[config.mk]
export PLATFORM = sky130hd
export DESIGN_NAME = vote_ballot_ctrl_flat
export DESIGN_NICKNAME = d
export VERILOG_FILES = /design/src/rtl/vote_ballot_ctrl_if.sv /design/src/rtl/vote_ballot_ctrl.sv /design/src/flat_wrapper.sv
export SDC_FILE = /design/constraint.sdc
export NUM_CORES = 1
export LEC_CHECK = 0
export ABC_AREA = 1
export BUFFER_PORTS_ARGS = -buffer_cell sky130_fd_sc_hd__buf_2
export CAP_MARGIN = 25
export CORE_ASPECT_RATIO = 0.8
export CORE_MARGIN = 3
export CORE_UTILIZATION = 59
export CTS_BUF_LIST = sky130_fd_sc_hd__clkbuf_4
export DETAILED_ROUTE_END_ITERATION = 6
export HOLD_SLACK_MARGIN = 0.08
export PLACE_DENSITY = 0.88
export SLEW_MARGIN = 25
export SYNTH_ARGS = -nofsm -noshare
export SYNTH_HDL_FRONTEND = slang
export SYNTH_SLANG_ARGS = --single-unit
[constraint.sdc]
create_clock -name clk -period 2.7 [get_ports clk]
set_input_delay 0.27 -clock clk [delete_from_list [all_inputs] [get_ports clk]]
set_output_delay 0.27 -clock clk [all_outputs]
set_load 0.005 [all_outputs]
[src/rtl/vote_ballot_ctrl_if.sv]
// Ballot front-end bus: officer arm and raw buttons in, vote pulses, status and ballot count out.
interface vote_ballot_ctrl_if #(
  parameter int CNT_W = 21
);
  logic             arm;
  logic [3:0]       btn;
  logic             a;
  logic             b;
  logic             c;
  logic             d;
  logic             ready;
  logic             multi_err;
  logic             timeout;
  logic [CNT_W-1:0] ballots;

  modport master (
    output arm, btn,
    input  a, b, c, d, ready, multi_err, timeout, ballots
  );

  modport slave (
    input  arm, btn,
    output a, b, c, d, ready, multi_err, timeout, ballots
  );
endinterface

[src/rtl/vote_ballot_ctrl.sv]
// Ballot front end: synchronises/debounces candidate buttons, gates them with officer arm, one pulse per ballot.
// Optional ballot expiry is enabled by defining BALLOT_TIMEOUT_EN.
module vote_ballot_ctrl #(
  parameter int DB_CYCLES      = 16,
  parameter int TIMEOUT_CYCLES = 1000000,
  parameter int CNT_W          = 21
) (
  input logic              clk,
  input logic              rst,
  vote_ballot_ctrl_if.slave bus
);

  localparam int DBW = $clog2(DB_CYCLES + 1);

  typedef enum logic [2:0] {IDLE, ARMED, CAST, REJECT, RELEASE} state_t;

  state_t           state, nxt;
  logic [1:0]       arm_sync;
  logic             arm_prev;
  logic [3:0]       btn_s1, btn_s2, db;
  logic [DBW-1:0]   dcnt [4];
  logic [3:0]       cand;
  logic [3:0]       pulse;
  logic             ready_q, multi_q, multi_nxt;
  logic [CNT_W-1:0] ballots_q;
  logic             arm_rise, one_hot, multi;

  assign arm_rise = arm_sync[1] & ~arm_prev;
  assign one_hot  = (db != '0) && ((db & (db - 4'd1)) == '0);
  assign multi    = (db != '0) && !one_hot;

  always_ff @(posedge clk or negedge rst) begin
    if (!rst) begin
      arm_sync <= '0;
      arm_prev <= 1'b0;
      btn_s1   <= '0;
      btn_s2   <= '0;
      db       <= '0;
      for (int unsigned i = 0; i < 4; i++) dcnt[i] <= '0;
    end else begin
      arm_sync <= {arm_sync[0], bus.arm};
      arm_prev <= arm_sync[1];
      btn_s1   <= bus.btn;
      btn_s2   <= btn_s1;
      for (int unsigned i = 0; i < 4; i++) begin
        if (btn_s2[i] == db[i]) begin
          dcnt[i] <= '0;
        end else if (dcnt[i] == DBW'(DB_CYCLES - 1)) begin
          db[i]   <= btn_s2[i];
          dcnt[i] <= '0;
        end else begin
          dcnt[i] <= dcnt[i] + 1'b1;
        end
      end
    end
  end

`ifdef BALLOT_TIMEOUT_EN
  localparam int TW = $clog2(TIMEOUT_CYCLES + 1);

  logic [TW-1:0] tcnt;
  logic          t_live, t_exp, tmo_nxt, tmo_q;

  assign t_live = (state == ARMED) || (state == REJECT);
  assign t_exp  = t_live && (tcnt == TW'(TIMEOUT_CYCLES - 1));

  // REJECT->ARMED is also an entry to ARMED, so the window restarts there.
  always_ff @(posedge clk or negedge rst) begin
    if (!rst) begin
      tcnt  <= '0;
      tmo_q <= 1'b0;
    end else begin
      tmo_q <= tmo_nxt;
      if (nxt == ARMED && state != ARMED) tcnt <= '0;
      else if (t_live && !t_exp)          tcnt <= tcnt + 1'b1;
    end
  end

  assign bus.timeout = tmo_q;
`else
  assign bus.timeout = 1'b0;
`endif

  always_comb begin
    nxt       = state;
    multi_nxt = 1'b0;
`ifdef BALLOT_TIMEOUT_EN
    tmo_nxt   = 1'b0;
`endif
    case (state)
      IDLE: if (arm_rise && db == '0) nxt = ARMED;
      ARMED: begin
        // A cast decided in the expiry cycle takes precedence over the timeout.
        if (one_hot) begin
          nxt = CAST;
`ifdef BALLOT_TIMEOUT_EN
        end else if (t_exp) begin
          nxt     = IDLE;
          tmo_nxt = 1'b1;
`endif
        end else if (multi) begin
          nxt       = REJECT;
          multi_nxt = 1'b1;
        end
      end
      CAST: nxt = RELEASE;
      REJECT: begin
`ifdef BALLOT_TIMEOUT_EN
        if (t_exp) begin
          nxt     = RELEASE;
          tmo_nxt = 1'b1;
        end else
`endif
        if (db == '0) nxt = ARMED;
      end
      RELEASE: if (db == '0) nxt = IDLE;
      default: nxt = IDLE;
    endcase
  end

  always_ff @(posedge clk or negedge rst) begin
    if (!rst) begin
      state     <= IDLE;
      cand      <= '0;
      pulse     <= '0;
      ready_q   <= 1'b0;
      multi_q   <= 1'b0;
      ballots_q <= '0;
    end else begin
      state   <= nxt;
      ready_q <= (nxt == ARMED);
      multi_q <= multi_nxt;
      pulse   <= (state == CAST) ? cand : '0;
      if (state == ARMED && one_hot) cand <= db;
      if (state == CAST && ballots_q != '1) ballots_q <= ballots_q + 1'b1;
    end
  end

  assign bus.a         = pulse[0];
  assign bus.b         = pulse[1];
  assign bus.c         = pulse[2];
  assign bus.d         = pulse[3];
  assign bus.ready     = ready_q;
  assign bus.multi_err = multi_q;
  assign bus.ballots   = ballots_q;

endmodule

[src/flat_wrapper.sv]
// flat-port wrapper written by rule: the top's interface ports become plain ports
module vote_ballot_ctrl_flat 
#(
  parameter int DB_CYCLES      = 16,
  parameter int TIMEOUT_CYCLES = 1000000,
  parameter int CNT_W          = 21
)
  (clk, rst, bus_arm, bus_btn, bus_a, bus_b, bus_c, bus_d, bus_ready, bus_multi_err, bus_timeout, bus_ballots);
  vote_ballot_ctrl_if #(.CNT_W(CNT_W)) bus_i ();
  input logic clk;
  input logic rst;
  input wire logic [$bits(bus_i.arm)-1:0] bus_arm;
  input wire logic [$bits(bus_i.btn)-1:0] bus_btn;
  output wire logic [$bits(bus_i.a)-1:0] bus_a;
  output wire logic [$bits(bus_i.b)-1:0] bus_b;
  output wire logic [$bits(bus_i.c)-1:0] bus_c;
  output wire logic [$bits(bus_i.d)-1:0] bus_d;
  output wire logic [$bits(bus_i.ready)-1:0] bus_ready;
  output wire logic [$bits(bus_i.multi_err)-1:0] bus_multi_err;
  output wire logic [$bits(bus_i.timeout)-1:0] bus_timeout;
  output wire logic [$bits(bus_i.ballots)-1:0] bus_ballots;
  assign bus_i.arm = bus_arm;
  assign bus_i.btn = bus_btn;
  assign bus_a = bus_i.a;
  assign bus_b = bus_i.b;
  assign bus_c = bus_i.c;
  assign bus_d = bus_i.d;
  assign bus_ready = bus_i.ready;
  assign bus_multi_err = bus_i.multi_err;
  assign bus_timeout = bus_i.timeout;
  assign bus_ballots = bus_i.ballots;
  vote_ballot_ctrl #(.DB_CYCLES(DB_CYCLES), .TIMEOUT_CYCLES(TIMEOUT_CYCLES), .CNT_W(CNT_W)) u_core (.clk(clk), .rst(rst), .bus(bus_i));
endmodule
# Word level (Yosys, flattened, before mapping)
# Index checks and enable logic that the tools add are counted.
[word_totals]
latchBits = 0
mem_count = 0
rom_bits = 0
register_bits = 69
mem_bits_rw = 0
out_inout_bits = 28
[op_classes]
mul = 0
n_reduce_logical = 14
mux = 18
n_lt_le_gt_ge = 0
shifts = 0
n_bitwise = 7
n_div = 0
eq_ne = 14
n_addsub = 6
[ops]
columns = ["operator", "n"]
rows = [
  ["$mux W5", 8],
  ["$add A21 B1 Y21 const B", 1],
  ["$ne A21 B21 Y1 const B", 1],
  ["$add A5 B1 Y5 const B", 4],
  ["$eq A5 B4 Y1 const B", 4],
  ["$mux W3", 5],
  ["$pmux W3 S5", 1],
  ["$logic_not A4 Y1", 2],
  ["$reduce_and A2 Y1", 4],
  ["$eq A3 B1 Y1 const B", 2],
  ["$eq A3 B2 Y1 const B", 2],
  ["$logic_and A1 B1 Y1", 5],
  ["$not A1 Y1", 5],
  ["$and A4 B4 Y4", 1],
  ["$eq A1 B1 Y1", 4],
  ["$mux W4", 1],
  ["$reduce_bool A4 Y1", 1],
  ["$sub A4 B1 Y4 const B", 1],
  ["$eq A3 B3 Y1 const B", 1],
  ["$logic_not A3 Y1", 1],
  ["$mux W1", 3],
  ["$and A1 B1 Y1", 1],
  ["$logic_not A1 Y1", 1],
]

# Depth between registers and ports, before layout
# Gate-level depths: netlist of the first run.
[logic_depth]
depth_word = 10
mapped_depth = 11
mapped_depth_nobuf = 10

# Worst setup path before layout of the first run
# OpenSTA, ideal clock, no wires.
[synth_path]
kind = "reg2reg"
startpoint = "reg u_core.ballots_q[0], in the netlist u_core.bus.ballots[0]"
endpoint = "reg u_core.ballots_q[17], in the netlist u_core.bus.ballots[17]"
t_required_ns = 2.584
t_arrival_ns = 1.471
path_slack_ns = 1.112
path_stages_with_launch = 12
n_path_buf = 1
cell_sequence = "dfrtp_1 -> ha_1 -> inv_2 -> nor2_4 -> nand2_4 -> nor2_4 -> nand2_2 -> nand2_4 -> inv_4 -> buf_8 -> nand2_1 -> nand2_1"
[synth_between]
elab_chain_cells = 2
word_cells_on_any_way = 3
[synth_rtl]
columns = ["item", "line_no", "rtl"]
rows = [
  ["start, declared", "vote_ballot_ctrl.sv:25", "logic [CNT_W-1:0] ballots_q;"],
  ["start signal, assigned", "vote_ballot_ctrl.sv:135", "if (state == CAST && ballots_q != '1) ballots_q <= ballots_q + 1'b1;"],
  ["branches (longest 2 deep; another with $add A21 B1 Y21)", "-", ""],
]
# Parallel ways; which one is timed is not known.
# A chain may end at the register's enable or synchronous reset.

# Worst setup path in the final report of the first run
[layout_path]
startpoint = "reg u_core.ballots_q[0], in the netlist u_core.bus.ballots[0]"
endpoint = "reg u_core.ballots_q[19], in the netlist u_core.bus.ballots[19]"
# The elaborated chain is that of the path after synthesis.

==> flow_summary.yaml, run 1 <==
cts:
  clk_latency_ns: 0.41
  ctsHtreeMaxLevel: 3
  clock_sinks: 69
  postCtsSetupBuffers: 0
  clk_pin_slew_worst_paths_ns: 0.11
  cts_buffers: 9
  ctsLongestPathBuffers: 2
  cts_resized: 0
  cts_root_buf: "clkbuf_4"
  cts_tree: "done"
power:
  netSwitchingFraction_pct: 24.5
  powerDensity_nw_per_um2: 515
  p_seq_share_pct: 59.5
  power_switching_w: 0.000448
  power_frac_clock_pct: 35.0
  combPwrFrac_pct: 5.4
  p_int_w: 0.00138
  ir_worst_vdd_mv: 0.339
  power_leakage_nw: 1.79
  finalPower_w: 0.00183
timing:
  drv_slew: 0
  fin_crit_ns: 1.90
  finalSetupTns_ns: 0
  post-route-period-util_pct: 70.2
  hold_viol_final: 0
  finalSetupViolCount: 0
  clock.fmax_ghz: 0.527
  skew_ns: 0.0116
  rsz0062_at_grt: "no"
logic_synthesis:
  ys_ff_latch: 69
  async_reset_ff_share_pct: 100
  synth_top_area_share_pct: 55.0
  yosys-top-cells-area: "dfrtp_1 (55%), nand2_1 (13%), nor2_1 (5.6%)"
  syn_area_um2: 3140
  seq_area_frac_synth_pct: 55.0
  synth_cell_types: 28
  synth_top_cell_by_area: "dfrtp_1"
  synth_ff_type: "dfrtp_1"
  syn_inst: 357
  synth_edf_count: 0
  synth_nets: 369
  ys_warn_count: 0
  postSynthAreaPerCell_um2: 8.79
final_layout:
  regArea_um2: 1730
  fin_cells: 471
  fin_nets: 416
  area_growth_pct: 13.1
  antenna_cells: 0
  fillers: 360
  final_util_pct: 70.1
  layout-drive-gt1-share_pct: 15.6
  multiInputGateArea_um2: 1230
worst_setup_path:
  cpPeakStageDelay_ns: 0.46
  cp_max_fo: 23
  r2r_slack_ns: 0.80
  arrival_ns: 2.20
  endpoint_kind: "register"
  setup.worst_path.start_class: "register"
  worstSetupPathType: "reg -> reg"
  crit_chain: "ha_1 -> inv_2 -> nor2_4 -> nand2_4 -> nor2_4 -> nand2_2 -> nand2_4 -> inv_4 -> nand2_1 -> nand2_1"
  cp.required_ns: 3.01
  slowest_stage: "dfrtp_1"
  worstPathBufferInverterCount: 2
  cp_top_family: "simple AND/OR/NAND/NOR gates"
grt:
  grt_overflow: 0
  grt_pass1_vias: 2364
  antenna_found_initial: 0
  grt_start_max_net_pins: 70
  globalRouteTotalUtil_pct: 22.2
  grt_pass1_wl_um: 10700
placed_design:
  dp_cells: 449
  hpwl_um: 4260
  io_buffers: 33
  gp_congestion: 0.931
route:
  drt_first_iter_violations: 254
  wire_per_inst_um: 12.9
  viasPerCell: 5.14
  ant_nets: 0
  drt_pre_antenna_iters: 4
  drt_drc_violations_left: 0
  routed_wl_um: 6060
  vias: 2419
floorplan:
  die_y_um: 71.2
  core_region_area_um2: 5060
  initial_core_util_pct: 62.0
  die-area_um2: 6240
  rows: 23
  num_io_pins: 35
  die_w_um: 87.5
run_status:
  outcome: "finished clean"
min_path:
  holdCritPathClass: "reg -> reg"
job:
  cap_violations: 0
==> power by group through the flow <==
stage	clock network, W	registers, W	logic (W)
final	0.000640	0.00109	0.0000990
after floorplan	0	0.00110	0.0000499
after global routing	0.000703	0.00109	0.000116
after global placement	0	0.00110	0.0000886
after CTS	0.000656	0.00109	0.000102
after detailed placement	0	0.00111	0.0000947
==> worst paths after layout <==
kind / from / to / cells after the start
setup / recovery: u_core.bus.ballots[0]$_DFFE_PN0P_ / u_core.bus.ballots[19]$_DFFE_PN0P_ / 10
hold / removal: u_core.btn_s1[3]$_DFF_PN0_ / u_core.btn_s2[3]$_DFF_PN0_ / 0
setup reg to reg: u_core.bus.ballots[0]$_DFFE_PN0P_ / u_core.bus.ballots[19]$_DFFE_PN0P_ / 10
hold reg to reg: u_core.btn_s1[3]$_DFF_PN0_ / u_core.btn_s2[3]$_DFF_PN0_ / 0
max in group asynchronous: rst / u_core.btn_s1[2]$_DFF_PN0_ / 3
min in group asynchronous: rst / u_core.bus.ballots[3]$_DFFE_PN0P_ / 3
==> registers in the layout, summed over array words and instances (netlist names) <==
name                  count
u_core.arm_sync           2
u_core.cand               4
u_core.dcnt              20
u_core.state              3
u_core.db                 4
u_core.arm_prev           1
u_core.btn_s1             4
u_core.bus.multi_err      1
u_core.pulse              4
u_core.bus.ready          1
u_core.btn_s2             4
u_core.bus.ballots       21
==> area by class of cell <==
cell class / count / area share, %
flip-flops and latches: 69 / 48.6
repair buffers: 40 / 6.91
multi-input cells: 249 / 34.7
clock inverters: 7 / 1.87
clock buffers: 9 / 1.90
inverters: 35 / 3.77
well taps: 62 / 2.19
==> per-stage QoR <==
step	worst slack (ns)	hold WS [ns]	instance area, um^2
after CTS	0.848	0.363	3550
after global routing	0.660	0.373	3550
after floorplan	1.11	-0.0256	3140
after detailed placement	0.869	0.316	3360
after global placement	0.972	0.315	3360
final	0.804	0.360	3550
==> kinds of logic (layout without fill, tap and decap cells) <==
kind of cell,count (synthesis),after routing,synth area share [%]
adder cells (fa/ha/maj),5,5,1.99
XOR/XNOR,23,23,6.42
AO/OA/AOI/OAI,22,22,3.71
flip-flops,69,69,55.0
buffers and inverters,39,91,5.70
other,1,1,0.120
AND/OR/NAND/NOR,198,198,27.0
==> timing repair <==
| item | CTS | global route |
|---|---|---|
| hold buffers | 6 | 0 |
| endpoints found under the setup margin | 0 | 0 |
| endpoints found under the hold margin | 74 | 0 |
==> cell usage in the layout, fill, tap and decap left out, drive strengths merged, types with 5 or more instances in the layout <==
cell type,instances
o21ai,12
nand3,16
ha,5
nor2,52
dfrtp,69
nand2,116
clkbuf,9
nor3,6
buf,34
xor2,11
inv,35
a21oi,8
dlygate4sd3,6
xnor2,12
==> metal layers <==
layer,GRT usage (%),share of wire (%)
met1,30.5,46
met2,33.8,48
met3,6.21,5.6
met4,8.52,1.1
met5,0,0
==> cell usage after synthesis, types with 4 or more instances <==
| cell | n |
|---|---|
| and3_1 | 4 |
| xnor2_1 | 12 |
| nand2_1 | 112 |
| nor3_1 | 5 |
| a21oi_1 | 8 |
| xor2_1 | 11 |
| inv_1 | 31 |
| nor2_1 | 47 |
| nor2_4 | 4 |
| nand3_1 | 16 |
| dfrtp_1 | 69 |
| ha_1 | 5 |
| o21ai_0 | 10 |
Power figures use the tool's default switching activity.
==> inputs of run 2 (changes only) <==
ABC_AREA = 0   (was 1)
CORE_UTILIZATION = 54   (was 59)
PLACE_DENSITY = 0.86   (was 0.88)
clock period = 1.71 ns   (was 2.7 ns; I/O delays follow)
==> run 2 against run 1 <==
Highest routed layer unchanged. Count of clock-buffer cells in the layout unchanged. Wire length fell by 11%. Non-clock buffer count is 28 higher. Largest cell class unchanged. Area after synthesis fell by 9.0%. Final cell count decreased by 17%. Critical path depth shrank 3.
==> flow_summary.yaml, run 2 <==
run_status:
  outcome: "finished clean"
power:
  combPwrFrac_pct: 4.3
  ir_worst_vdd_mv: 0.516
  finalPower_w: 0.00261
  p_int_w: 0.00199
  powerDensity_nw_per_um2: 741
  power_frac_clock_pct: 30.7
  power_switching_w: 0.000615
  p_seq_share_pct: 65.0
  netSwitchingFraction_pct: 23.6
  power_leakage_nw: 1.78
timing:
  clock.fmax_ghz: 0.594
  drv_slew: 0
  post-route-period-util_pct: 98.4
  finalSetupViolCount: 0
  rsz0062_at_grt: "yes"
  fin_crit_ns: 1.68
  skew_ns: 0.0155
  hold_viol_final: 0
cts:
  cts_root_buf: "clkbuf_4"
  ctsLongestPathBuffers: 2
  clock_sinks: 69
  cts_buffers: 9
  clk_pin_slew_worst_paths_ns: 0.11
  cts_tree: "done"
  ctsHtreeMaxLevel: 3
  clk_latency_ns: 0.41
final_layout:
  antenna_cells: 0
  final_common_cell: "dfrtp_1"
  largest_reg_flops: 21
  fillers: 352
  fin_nets: 334
  mostFrequentLayoutCells: "dfrtp_1 (69), buf_2 (33), nor2_1 (32), buf_4 (26)"
  area_growth_pct: 23.3
  fin_cells: 389
  layout-drive-gt1-share_pct: 28.1
  final_area_um2: 3520
logic_synthesis:
  postSynthAreaPerCell_um2: 11.5
  synth_top_cell_by_area: "dfrtp_1"
  netlist_top_cells_count: "dfrtp_1 (69), nor2_1 (33), nand3_1 (20), xnor2_1 (17), xor2_1 (14)"
  synth_ff_type: "dfrtp_1"
  synth_top_area_share_pct: 60.5
  seq_area_frac_synth_pct: 60.5
  synth_edf_count: 0
  yosys-top-cells-area: "dfrtp_1 (60%), xnor2_1 (5.2%), nor2_1 (4.3%)"
  async_reset_ff_share_pct: 100
  syn_area_um2: 2860
  yosysMostFrequentCell: "dfrtp_1"
  ys_warn_count: 0
  synth_nets: 260
  synth_cell_types: 37
  ys_ff_latch: 69
  syn_inst: 248
grt:
  grt_pass1_wl_um: 8490
  antenna_found_initial: 0
  grt_start_max_net_pins: 70
  grt_overflow: 0
  grt_pass1_vias: 1959
  globalRouteTotalUtil_pct: 17.7
floorplan:
  core_region_area_um2: 5060
  die-area_um2: 6200
  num_io_pins: 35
  die_y_um: 71.0
  initial_core_util_pct: 56.4
  rows: 23
  die_w_um: 87.3
placed_design:
  dp_cells: 365
  io_buffers: 33
  hpwl_um: 3550
  placed_cell_area_um2: 3290
  gp_congestion: 0.785
worst_setup_path:
  cp.required_ns: 2.01
  worstSetupPathType: "reg -> reg"
  endpoint_kind: "register"
  setup.worst_path.start_class: "register"
  cp_max_fo: 8
  arrival_ns: 1.99
min_path:
  holdCritPathClass: "in -> async"
route:
  ant_nets: 0
  drt_drc_violations_left: 0
  viasPerCell: 5.20
  drt_pre_antenna_iters: 4
  routed_wl_um: 5390
  wire_per_inst_um: 13.8
  vias: 2023
  drt_first_iter_violations: 223
job:
  cap_violations: 0
run 2: cell count changes in the layout (fill, tap and decap cells not counted), sizes merged, moves of 5 or more:
cell	before	now
and2	0	10
nand2	116	13
mux2	0	5
inv	35	5
xnor2	12	17
nor2	52	33
buf	34	62
run 2: what timing repair did:
item / CTS / global route
pin swaps: 1 / 9
gates cloned: 0 / 0
setup buffers: 1 / 1
hold buffers: 6 / 0
gates resized for setup: 1 / 12
endpoints found under the hold margin: 74 / 0
setup endpoints to repair: 1 / 13
run 2: power by group through the flow:
stage          clock network [W]  registers, W   logic, W
2_1_floorplan                  0       0.00172  0.0000497
4_1_cts                 0.000826       0.00169   0.000116
5_1_grt                 0.000903       0.00170   0.000131
3_5_place_dp                   0       0.00173   0.000105
3_3_place_gp                   0       0.00172  0.0000991
6_report                0.000800       0.00169   0.000112
run 2: worst max-delay path, stage by stage, from the launching register on:
cell and delay (ns):
dfrtp_1 0.41, nand3_2 0.17, nor4_4 0.31, buf_6 0.18, a211oi_2 0.07, buf_4 0.17, buf_4 0.13, xor2_1 0.13
run 2: final timing paths:
kind,start,endpoint,slack (ns),depth (start not counted)
min in group clk,u_core.btn_s1[0]$_DFF_PN0_,u_core.btn_s2[0]$_DFF_PN0_,0.36,0
hold reg to reg,u_core.btn_s1[0]$_DFF_PN0_,u_core.btn_s2[0]$_DFF_PN0_,0.36,0
setup / recovery,u_core.bus.ballots[7]$_DFFE_PN0P_,u_core.bus.ballots[5]$_DFFE_PN0P_,0.03,7
max in group asynchronous,rst,u_core.dcnt[6]$_DFF_PN0_,1.10,3
setup reg to reg,u_core.bus.ballots[7]$_DFFE_PN0P_,u_core.bus.ballots[5]$_DFFE_PN0P_,0.03,7
hold / removal,rst,u_core.bus.ballots[7]$_DFFE_PN0P_,0.31,3
run 2: cell families after synthesis:
| logic type | share of synthesized area (%) |
|---|---|
| compound gates | 6.27 |
| xor+xnor | 9.51 |
| fa+ha+maj | 2.19 |
| buf+inv | 1.45 |
| flops | 60.5 |
| mux | 2.32 |
| other cells | 0.131 |
| simple gates | 17.7 |
run 2: cell type report:
cell class,instances,area (um^2),share of cell area (%)
Multi-Input combinational cell,169,1130,32.2
Tap cell,62,77.6,2.20
Clock buffer,9,67.6,1.92
Inverter,5,18.8,0.533
Timing Repair Buffer,68,463,13.2
Clock inverter,7,32.5,0.924
Sequential cell,69,1730,49.1
run 2: per-layer routing:
metal	track usage, %	up-vias	share of wire (%)
met2	26.8	55	49
met3	6.29	8	5.5
met1	23.5	963	44
li1	-	997	-
met4	7.16	0	1.6
met5	0	-	0
run 2: stage by stage:
| step | hold slack [ns] | setup slack [ns] | setup TNS, ns | utilization, % |
|---|---|---|---|---|
| after floorplan | -0.125 | 0.0251 | 0 | - |
| after global placement | 0.212 | 0.0682 | 0 | 65.0 |
| after detailed placement | 0.230 | 0.0151 | 0 | 65.0 |
| after CTS | 0.329 | 0.00963 | 0 | 68.4 |
| after global routing | 0.328 | -0.0745 | -0.468 | 69.5 |
| final | 0.306 | 0.0276 | 0 | 69.5 |
==> inputs of run 3 (changes only) <==
CORE_UTILIZATION = 51   (was 54)
CTS_BUF_LIST = sky130_fd_sc_hd__clkbuf_16   (was sky130_fd_sc_hd__clkbuf_4)
PLACE_DENSITY = 0.82   (was 0.86)
==> run 3 against run 2 <==
Maximum frequency up 3.9%. Largest power group unchanged. Final cell count grew 3.1%. Largest cell class unchanged. Critical endpoint is now u_core.bus.ballots[14]$_DFFE_PN0P_. Sequential share of layout area is 2.7 points lower. Cell area increased by 5.8%. Clock skew fell by 0.0099 ns. Count of clock-buffer cells in the layout stayed put.
==> flow_summary.yaml, run 3 (synthesis gave the netlist of run 2 again) <==
final_layout:
  fin_cells: 401
  final_util_pct: 71.5
  mostFrequentLayoutCells: "dfrtp_1 (69), buf_2 (33), nor2_1 (31), buf_4 (26), nand3_1 (17)"
  final_common_cell: "dfrtp_1"
  antenna_cells: 0
  largest_reg_flops: 21
  area_growth_pct: 30.5
  final_area_um2: 3720
  fillers: 358
  layout-drive-gt1-share_pct: 28.5
  fin_nets: 335
route:
  drt_pre_antenna_iters: 4
  wire_per_inst_um: 12.8
  routed_wl_um: 5140
  drt_drc_violations_left: 0
  vias: 2022
  drt_first_iter_violations: 110
  ant_nets: 0
  viasPerCell: 5.04
cts:
  clock_sinks: 69
  ctsLongestPathBuffers: 2
  cts_root_buf: "clkbuf_16"
  ctsHtreeMaxLevel: 3
  cts_tree: "done"
  cts_buffers: 9
  clk_latency_ns: 0.32
  clk_pin_slew_worst_paths_ns: 0.05
floorplan:
  rows: 23
  die_w_um: 89.7
  num_io_pins: 35
  initial_core_util_pct: 54.8
  die-area_um2: 6540
  core_region_area_um2: 5210
  die_y_um: 72.9
grt:
  grt_overflow: 0
  antenna_found_initial: 0
  grt_start_max_net_pins: 27
  grt_pass1_vias: 1989
  globalRouteTotalUtil_pct: 18.2
  grt_pass1_wl_um: 8890
power:
  power_frac_clock_pct: 48.1
  power_leakage_nw: 1.89
  combPwrFrac_pct: 3.3
  netSwitchingFraction_pct: 19.4
  power_switching_w: 0.000679
  p_seq_share_pct: 48.6
  powerDensity_nw_per_um2: 939
  p_int_w: 0.00282
  ir_worst_vdd_mv: 1.07
placed_design:
  dp_cells: 379
  io_buffers: 33
  post-place-ws_ns: 0.00967
  hpwl_um: 3660
  placed_cell_area_um2: 3330
  gp_congestion: 0.798
timing:
  rsz0062_at_grt: "yes"
  post-route-period-util_pct: 94.7
  fin_crit_ns: 1.62
  tightest_slew_ns: 0.526
  hold_viol_final: 0
  max_slew_margin_pct: 64.9
  finalSetupTns_ns: 0
  clock.fmax_ghz: 0.617
  skew_ns: 0.00559
  drv_slew: 0
  setup_ws_ns: 0.0901
  finalSetupViolCount: 0
worst_setup_path:
  crit_chain: "or3b_4 -> nor2_2 -> a21boi_2 -> buf_6 -> nand4_1 -> xnor2_1"
  worstSetupPathType: "reg -> reg"
  cp.required_ns: 1.91
  arrival_ns: 1.82
  cpPeakStageDelay_ns: 0.41
  setup.worst_path.start_class: "register"
  endpoint_kind: "register"
  slowest_stage: "or3b_4"
  cp_max_fo: 7
run_status:
  outcome: "finished clean"
min_path:
  holdCritPathClass: "reg -> reg"
job:
  cap_violations: 0
run 3: cell types whose count changed in the layout (fill, tap and decap cells not counted), sizes merged:
cell	delta
clkinv	-4
inv	+2
buf	+1
bufinv	+1
clkinvlp	-1
run 3: timing repair:
item                       CTS  global route
setup endpoints to repair    2            13
buffers inserted             1             2
hold buffers                 6             0
pin swaps                    1             8
gates cloned                 0             0
resized for setup            2            10
hold endpoints to repair    24             0
run 3: final timing paths:
kind	start	to	slack, ns	depth (start not counted)
max	u_core.state[0]$_DFF_PN0_	u_core.bus.ballots[14]$_DFFE_PN0P_	0.09	6
min	u_core.btn_s1[2]$_DFF_PN0_	u_core.btn_s2[2]$_DFF_PN0_	0.35	0
min in group asynchronous	rst	u_core.bus.ballots[6]$_DFFE_PN0P_	0.38	2
max reg2reg	u_core.state[0]$_DFF_PN0_	u_core.bus.ballots[14]$_DFFE_PN0P_	0.09	6
min reg2reg	u_core.btn_s1[2]$_DFF_PN0_	u_core.btn_s2[2]$_DFF_PN0_	0.35	0
max in group asynchronous	rst	u_core.dcnt[5]$_DFF_PN0_	0.82	3
run 3: critical path: cells and delay by family (launching register included):
family,cells,cell delay [ns]
buf+inv,1,0.14
simple gates,3,0.64
flops,1,0.39
compound gates,1,0.18
xor+xnor,1,0.15
run 3: final cells by class:
cell class | instances | area, um^2 | area share (%)
Multi-Input combinational cell | 169 | 1130 | 30.4
Inverter | 5 | 18.8 | 0.504
Clock buffer | 9 | 225 | 6.05
Clock inverter | 5 | 46.3 | 1.24
Sequential cell | 69 | 1730 | 46.4
Timing Repair Buffer | 69 | 483 | 13.0
Tap cell | 75 | 93.8 | 2.52
run 3: metrics by stage:
| step | power, W | hold slack (ns) |
|---|---|---|
| after CTS | 0.00354 | 0.349 |
| after detailed placement | 0.00184 | 0.181 |
| after floorplan | 0.00177 | -0.125 |
| final | 0.00350 | 0.347 |
| after global placement | 0.00183 | 0.168 |
| after global routing | 0.00363 | 0.353 |
run 3: power by group through the flow:
stage               combinational, W  sequential (W)  clock [W]
CTS                         0.000121         0.00170    0.00172
floorplan                  0.0000497         0.00172          0
detailed placement          0.000110         0.00173          0
global route                0.000137         0.00170    0.00178
finish                      0.000117         0.00170    0.00168
global placement            0.000105         0.00172          0
run 3: metal layers:
layer	part of all wire (%)	GRT usage, %	vias to the layer above
met5	0	0	-
met4	1.0	7.11	0
met3	4.4	6.88	7
met2	48	27.2	41
met1	47	24.1	977
li1	-	-	997
